===== config.mk =====
export PLATFORM = sky130hd
export DESIGN_NAME = alu_seq
export DESIGN_NICKNAME = d
export VERILOG_FILES = /design/src/rtl/alu_seq.sv
export SDC_FILE = /design/constraint.sdc
export NUM_CORES = 1
export LEC_CHECK = 0
export ABC_AREA = 1
export CORE_ASPECT_RATIO = 1.5
export CORE_MARGIN = 2
export CORE_UTILIZATION = 45
export CTS_CLUSTER_SIZE = 14
export DETAILED_ROUTE_END_ITERATION = 8
export PLACE_DENSITY = 0.63
export REMOVE_ABC_BUFFERS = 1
export SYNTH_ARGS = -nofsm -noshare
export SYNTH_HDL_FRONTEND = slang
export SYNTH_SLANG_ARGS = --single-unit

===== constraint.sdc =====
create_clock -name clk -period 1.6 [get_ports clk]
set_input_delay 0.32 -clock clk [delete_from_list [all_inputs] [get_ports clk]]
set_output_delay 0.32 -clock clk [all_outputs]
set_load 0.02 [all_outputs]

===== src/rtl/alu_seq.sv =====
// rtl/alu_seq.sv - handshaked 8-bit ALU with single-cycle ops and iterative variable shifts
module alu_seq (
    input  logic       clk,
    input  logic       rst_n,
    input  logic       in_valid,
    output logic       in_ready,
    input  logic [3:0] ctrl,
    input  logic [7:0] x,
    input  logic [7:0] y,
    output logic       out_valid,
    input  logic       out_ready,
    output logic [7:0] out,
    output logic       carry
);

    typedef enum logic [1:0] {IDLE, SHIFT, DONE} state_t;

    state_t      state_q, state_d;
    logic        dir_q, dir_d;
    logic [7:0]  work_q, work_d;
    logic [2:0]  cnt_q, cnt_d;
    logic [7:0]  out_q, out_d;
    logic        carry_q, carry_d;

    logic [7:0]  neg_y;
    logic [8:0]  sum_add;
    logic [8:0]  sum_sub;
    logic [7:0]  res;
    logic        res_c;
    logic [7:0]  shifted;
    logic        is_shift;

    always_comb begin
        neg_y   = ~y + 8'd1;
        sum_add = {x[7], x} + {y[7], y};
        sum_sub = {x[7], x} + {neg_y[7], neg_y};
        res     = 8'd0;
        res_c   = 1'b0;
        case (ctrl)
            4'b0000: begin res = sum_add[7:0]; res_c = sum_add[8]; end
            4'b0001: begin res = sum_sub[7:0]; res_c = sum_sub[8]; end
            4'b0010: res = x & y;
            4'b0011: res = x | y;
            4'b0100: res = ~x;
            4'b0101: res = x ^ y;
            4'b0110: res = ~(x | y);
            4'b1001: res = {x[7], x[7:1]};
            4'b1010: res = {x[6:0], x[7]};
            4'b1011: res = {x[0], x[7:1]};
            4'b1100: res = (x == y) ? 8'd1 : 8'd0;
            default: res = 8'd0;
        endcase
    end

    assign is_shift = (ctrl == 4'b0111) || (ctrl == 4'b1000);
    assign shifted  = dir_q ? (work_q >> 1) : (work_q << 1);

    always_comb begin
        state_d = state_q;
        dir_d   = dir_q;
        work_d  = work_q;
        cnt_d   = cnt_q;
        out_d   = out_q;
        carry_d = carry_q;
        case (state_q)
            IDLE: begin
                if (in_valid) begin
                    if (is_shift) begin
                        dir_d  = ctrl[3];
                        work_d = y;
                        cnt_d  = x[2:0];
                        if (x[2:0] == 3'd0) begin
                            out_d   = y;
                            carry_d = 1'b0;
                            state_d = DONE;
                        end else begin
                            state_d = SHIFT;
                        end
                    end else begin
                        out_d   = res;
                        carry_d = res_c;
                        state_d = DONE;
                    end
                end
            end
            SHIFT: begin
                work_d = shifted;
                cnt_d  = cnt_q - 3'd1;
                // Final step publishes the shifted value directly into the output register
                if (cnt_q == 3'd1) begin
                    out_d   = shifted;
                    carry_d = 1'b0;
                    state_d = DONE;
                end
            end
            DONE: begin
                if (out_ready) state_d = IDLE;
            end
            default: state_d = IDLE;
        endcase
    end

    always_ff @(posedge clk or negedge rst_n) begin
        if (!rst_n) begin
            state_q <= IDLE;
            dir_q   <= 1'b0;
            work_q  <= 8'd0;
            cnt_q   <= 3'd0;
            out_q   <= 8'd0;
            carry_q <= 1'b0;
        end else begin
            state_q <= state_d;
            dir_q   <= dir_d;
            work_q  <= work_d;
            cnt_q   <= cnt_d;
            out_q   <= out_d;
            carry_q <= carry_d;
        end
    end

    assign in_ready  = (state_q == IDLE);
    assign out_valid = (state_q == DONE);
    assign out       = out_q;
    assign carry     = carry_q;

endmodule


; Word level (Yosys, flattened, before mapping)
; Index checks and enable logic that the tools add are counted.
[totals]
register_bits = 23
input_bits = 24
output_inout_bits = 11
wordCells = 72
[op_classes]
n_addsub = 4
eq_ne = 21
muxes = 26
bitwise = 6
n_reduce_logical = 9
[ops]
columns = op, n
row1 = $pmux W8 S11, 1
row2 = $mux W8, 7
row3 = $pmux W8 S2, 2
row4 = $not A8 Y8, 3
row5 = $eq A4 B4 Y1 const B, 5
row6 = $add A8 B8 Y9, 2
row7 = $eq A4 B3 Y1 const B, 4
row8 = $mux W2, 5
row9 = $reduce_and A3 Y1, 3
row10 = $add A8 B1 Y8 const B, 1
row11 = $and A8 B8 Y8, 1
row12 = $eq A4 B2 Y1 const B, 2
row13 = $eq A8 B8 Y1, 1
row14 = $or A8 B8 Y8, 1
row15 = $xor A8 B8 Y8, 1
row16 = $mux W3, 2
row17 = $pmux W2 S3, 1
row18 = $pmux W3 S2, 1
row19 = $mux W1, 5
row20 = $eq A4 B1 Y1 const B, 1
row21 = $logic_not A4 Y1, 1
row22 = $ne A2 B1 Y1 const B, 2
row23 = $ne A2 B2 Y1 const B, 2
row24 = $pmux W1 S2, 2
row25 = other kinds (10), 10

; Logic depth before layout (Yosys ltp)
[depth]
ltp_word = 7
ltp_mapped = 16
mapped_depth_nobuf = 16

; Least setup slack after synthesis
; No wires, ideal clock.
[synth_timing]
kind = input to register
from = input port y[0]
to = register out_q[7], in the netlist out[7]
setup_time_ns = 0.077
t_arrival_ns = 1.997
required_time_ns = 1.523
path_slack_ns = -0.475
cell_stages = 16
path_buffers = 0
path_cell_list = inv_1 -> ha_1 -> nand3_1 -> nor3_1 -> xor2_1 -> inv_1 -> ha_1 -> nand2_1 -> inv_1 -> a21oi_1 -> nand2_1 -> nand2_1 -> nand3_1 -> nand3_1 -> nand2_1 -> a21oi_1
[synth_between]
elab_chain_len = 7
word_cells_on_any_way = 8
cone_classes = 3 x add/sub / 4 x mux / 1 x bitwise
[synth_rtl]
columns = item, line
row1 = "start, declared", 9  ; input logic [7:0] y,
row2 = $not A8 Y8, 34  ; neg_y = ~y + 8'd1;
row3 = $add A8 B1 Y8, 34
row4 = $add A8 B8 Y9, 36  ; sum_sub = {x[7], x} + {neg_y[7], neg_y};
row5 = $pmux W8 S11 *, 39  ; case (ctrl)
row6 = $mux W8 *, 68  ; if (is_shift) begin
row7 = $mux W8 *, 67  ; if (in_valid) begin
row8 = $pmux W8 S2 *, 65  ; case (state_q)
row9 = "end signal, assigned", 116  ; out_q <= out_d;
row10 = "end, declared", 22  ; logic [7:0] out_q, out_d;
; Mark *: on every way between the ends. The rest lies on a longest branch, timed or not. The select of a mux whose other input is x is not followed.
; A chain may end at the register's enable or synchronous reset.

; Worst setup path in the final report
[layout_timing]
from = input port y[1]
to = register out_q[6], in the netlist out[6]
; Same word-level chain as after synthesis.

==> run summary <==
The net count reported at finish came out at 679. The flop and latch count out of synthesis is 23. The total number of placement rows is 36. The total count of hold-check failures in the final report is 0. The path class of the lowest-slack min-delay path is in2async. The start-to-end type of the worst setup path is in2reg. The netlist uses 42 different library cells. The number of detailed-routing iterations run before antenna repair came out at 5.

CTS built an H-tree with a depth of 1. For this block, the routed nets add up to 11.3 mm of wire. The final setup violation count came out at 7. The achievable frequency came out at 495 MHz. Among all cell types in the netlist, the one instantiated most often is sky130_fd_sc_hd__nand2_1. The die extent in x is 71.4 um.

The detailed-routed wire length on met2 is 6.07 mm. Detailed placement finished with a half-perimeter wire length of 8.63 mm. The largest net degree at the start of global routing is 24. In this run the clock root is driven by a sky130_fd_sc_hd__clkbuf_8.

The CTS sink count is 23. The DRC violation count after routing is 0. The detailed router finished its first iteration with 280 violations.

The per-cell via count in the routed design came out at 5.37. For the pin with the worst max-slew slack, the measured transition is 0.393 ns. The setup slack of the worst register-to-register path is 0.07 ns.

Compared with the post-synthesis result, the final layout area differs by 52.2%. The share of synthesized flip-flops with an asynchronous set or reset is 100%. The number of antenna violations at the first check in global routing is 0.

The worst setup skew after layout came out at 0.00335 ns. The gate count after technology mapping is 491. The number of hold buffers added after CTS was 0. TritonCTS built the clock tree. For the worst setup path, the data required time is 1.81 ns. STA classifies the critical path startpoint as a primary input. The total area inside the core boundary comes to 0.00653 sq mm. Data arrives at the worst endpoint at 2.23 ns. The cell area power density came out at 862 mW/mm^2. The insertion delay to the later sink of the worst-skew pair is 0.28 ns.

By area the synthesized netlist is led by sky130_fd_sc_hd__dfrtp_1 (19%), sky130_fd_sc_hd__nand2_1 (16%), sky130_fd_sc_hd__ha_1 (11%). The number of top-level pins is 35. Along the worst path, the maximum fanout reaches 4. The share of the cycle needed by the critical path after routing is 126%. Signal routing reaches up to met4. The reported max-cap violation count came out at 0.

The die height is 105 um. The clock transition time at the flip-flop clock pins of the worst setup and hold paths is 0.09 ns. The routed metal-1 wire length is 4.25 mm.

In this run the critical register-to-register path is launched from state_q[0]. The global-route usage over all layers is 30.4%. The sequential fraction of the synthesis area is 18.8%.

The leakage power of the design came out at 2.42 nW. The top cell type by area accounts for 18.8% of the synthesized area. The run finished, with violations left.

The largest voltage drop on the vdd net came out at 0.428 mV. The final critical-path required period is 2.02 ns. The number of cell instances on the worst register-to-register path is 7. At the end of routability-driven placement, the weighted congestion stood at 0.888. The fraction of final layout cells sized beyond drive strength 1 came out at 37.4%. Counting tap cells, the placed design contains a total of 681 instances. Among all stages on the critical path, the largest delay is contributed by sky130_fd_sc_hd__ha_4. Dividing the detail-routed wire length by the instance count gives 16.1 um. In the post-route analysis, the smallest setup slack over all paths is -0.421 ns. The number of max-slew violations in the final report is 0. The number of nets with antenna violations after detailed routing is 0. Summing over every cut layer, the via total after detailed routing is 3765. STA classifies the critical path endpoint as a register. The number of diodes added for antenna fixing came out at 0. The maximum root-to-sink buffer count came out at 2. The number of standard cells in the final layout excluding fillers came out at 701. Walking the worst path, the cells encountered are buf_8, nor3_4, buf_6, nand2_4, nor2_4, xor2_1, inv_2, ha_4, nand2_1, inv_1, nand3_2, nand3b_1, nand3_2, nand3_2, nand2_1, a21oi_2.

The via count of the first global-routing pass is 3861. The synthesized netlist occupies a cell area of 0.00307 sq mm. In this run the mean area of a mapped cell was 6.25 sq um.

The global-route congestion overflow total is 0. Setup repair after global routing could not meet its margin everywhere. The total met3 wirelength after detailed routing is 333 um.

Counting flops with a built-in enable in the synthesized netlist gives 0. The largest total area in the synthesized netlist belongs to sky130_fd_sc_hd__dfrtp_1. The initial core utilization came out at 47.0%. The checks that failed: negative setup slack. The prevailing post-synth register cell is sky130_fd_sc_hd__dfrtp_1. The first global-routing pass estimated 18.1 mm of wire. The number of buffers added by the clock tree synthesis step came out at 3. The critical register-to-register path endpoint is work_q[3]. The total placed instance area is 0.00407 sq mm. The largest incremental delay on the critical path came out at 0.30 ns. The die outline area is 0.00751 sq mm.

The number of synthesis warnings came out at 0. In this run the tool buffered the top-level ports with 34 buffer cells. The commonest cells after synthesis are sky130_fd_sc_hd__nand2_1 (133), sky130_fd_sc_hd__inv_1 (81), sky130_fd_sc_hd__nand3_1 (48), sky130_fd_sc_hd__nor2_1 (45), sky130_fd_sc_hd__o21ai_0 (30).

Among the stages of the critical path, the cell type that occurs most often is sky130_fd_sc_hd__nand3_2. After routing the design area is 0.00467 sq mm. The worst pin sits at a relative slew slack of 73.7%.
-- area by class of cell --
class | instances | area [sq um]
Timing Repair Buffer | 135 | 1090
Sequential cell | 23 | 576
Clock buffer | 4 | 45.0
Tap cell | 76 | 95.1
Fill cell | 575 | 1860
Multi-Input combinational cell | 376 | 2530
Inverter | 87 | 334
-- worst max-delay path by stage --
stage / slack [ns] / startpoint / cells after the start / endpoint
global route: -0.52 / y[1] / 17 / out[7]
CTS: -0.33 / y[0] / 16 / out[7]
global placement: -1.12 / y[0] / 17 / out[7]
floorplan: -0.48 / y[0] / 16 / out[7]
detailed placement: -1.22 / y[0] / 17 / out[7]
finish: -0.42 / y[1] / 16 / out[6]
-- power breakdown --
| group | total, mW | switching [mW] | internal, mW |
|---|---|---|---|
| clock | 0.385 | 0.206 | 0.179 |
| combinational | 2.60 | 1.47 | 1.13 |
| sequential | 1.04 | 0.184 | 0.860 |
| total | 4.02 | 1.86 | 2.17 |
-- stage by stage --
| step | power (mW) | hold slack [ns] | setup TNS [ns] | setup slack (ns) | utilization [%] |
|---|---|---|---|---|---|
| 2_1_floorplan | 2.31 | 0.0244 | -2.04 | -0.481 | - |
| 3_3_place_gp | 3.25 | 0.470 | -14.25 | -1.12 | 62.4 |
| 4_1_cts | 3.87 | 0.427 | -1.79 | -0.329 | 68.6 |
| 3_5_place_dp | 3.29 | 0.473 | -15.10 | -1.22 | 62.4 |
| 5_1_grt | 4.31 | 0.448 | -2.96 | -0.516 | 71.5 |
| 6_report | 4.02 | 0.411 | -2.16 | -0.421 | 71.5 |
-- logic make-up after synthesis --
family / share of synthesized area, %
simple gates: 38.6
buf+inv: 13.5
compound gates: 15.1
fa+ha+maj: 12.3
flops: 18.8
xor+xnor: 1.71
-- worst max-delay path, delay by kind of cell --
family                     cells  cell delay, ns
and+or+nand+nor                9            0.86
buffers and inverters          4            0.42
adders and majority gates      1            0.30
xor gates and xnor gates       1            0.22
AOI/OAI and AO/OA              1            0.12
-- cell usage in the layout, fill, tap and decap left out, types with 14 or more instances in the layout --
master and instances:
sky130_fd_sc_hd__buf_4 95, sky130_fd_sc_hd__dfrtp_1 23, sky130_fd_sc_hd__ha_1 14, sky130_fd_sc_hd__inv_1 57, sky130_fd_sc_hd__inv_2 26, sky130_fd_sc_hd__nand2_1 118
sky130_fd_sc_hd__nand2_2 15, sky130_fd_sc_hd__nand3_1 34, sky130_fd_sc_hd__nor2_1 40, sky130_fd_sc_hd__o21ai_0 27
-- flip-flops by register name, indices dropped and copies added (netlist names) --
signal and count:
dir_q 1, out 8, carry 1, state_q 2, work_q 8, cnt_q 3
-- what timing repair did --
action	4_1_cts	5_1_grt
pin swaps	38	36
hold endpoints to repair	0	0
gates cloned	2	1
gates resized for setup	106	79
buffers inserted	11	2
endpoints found under the setup margin	24	14
-- layer usage --
layer,up-vias,global-route usage (%)
met5,-,0
li1,1856,-
met2,124,55.5
met1,1749,33.7
met3,36,1.74
met4,0,17.1
Power figures use the tool's default switching activity.
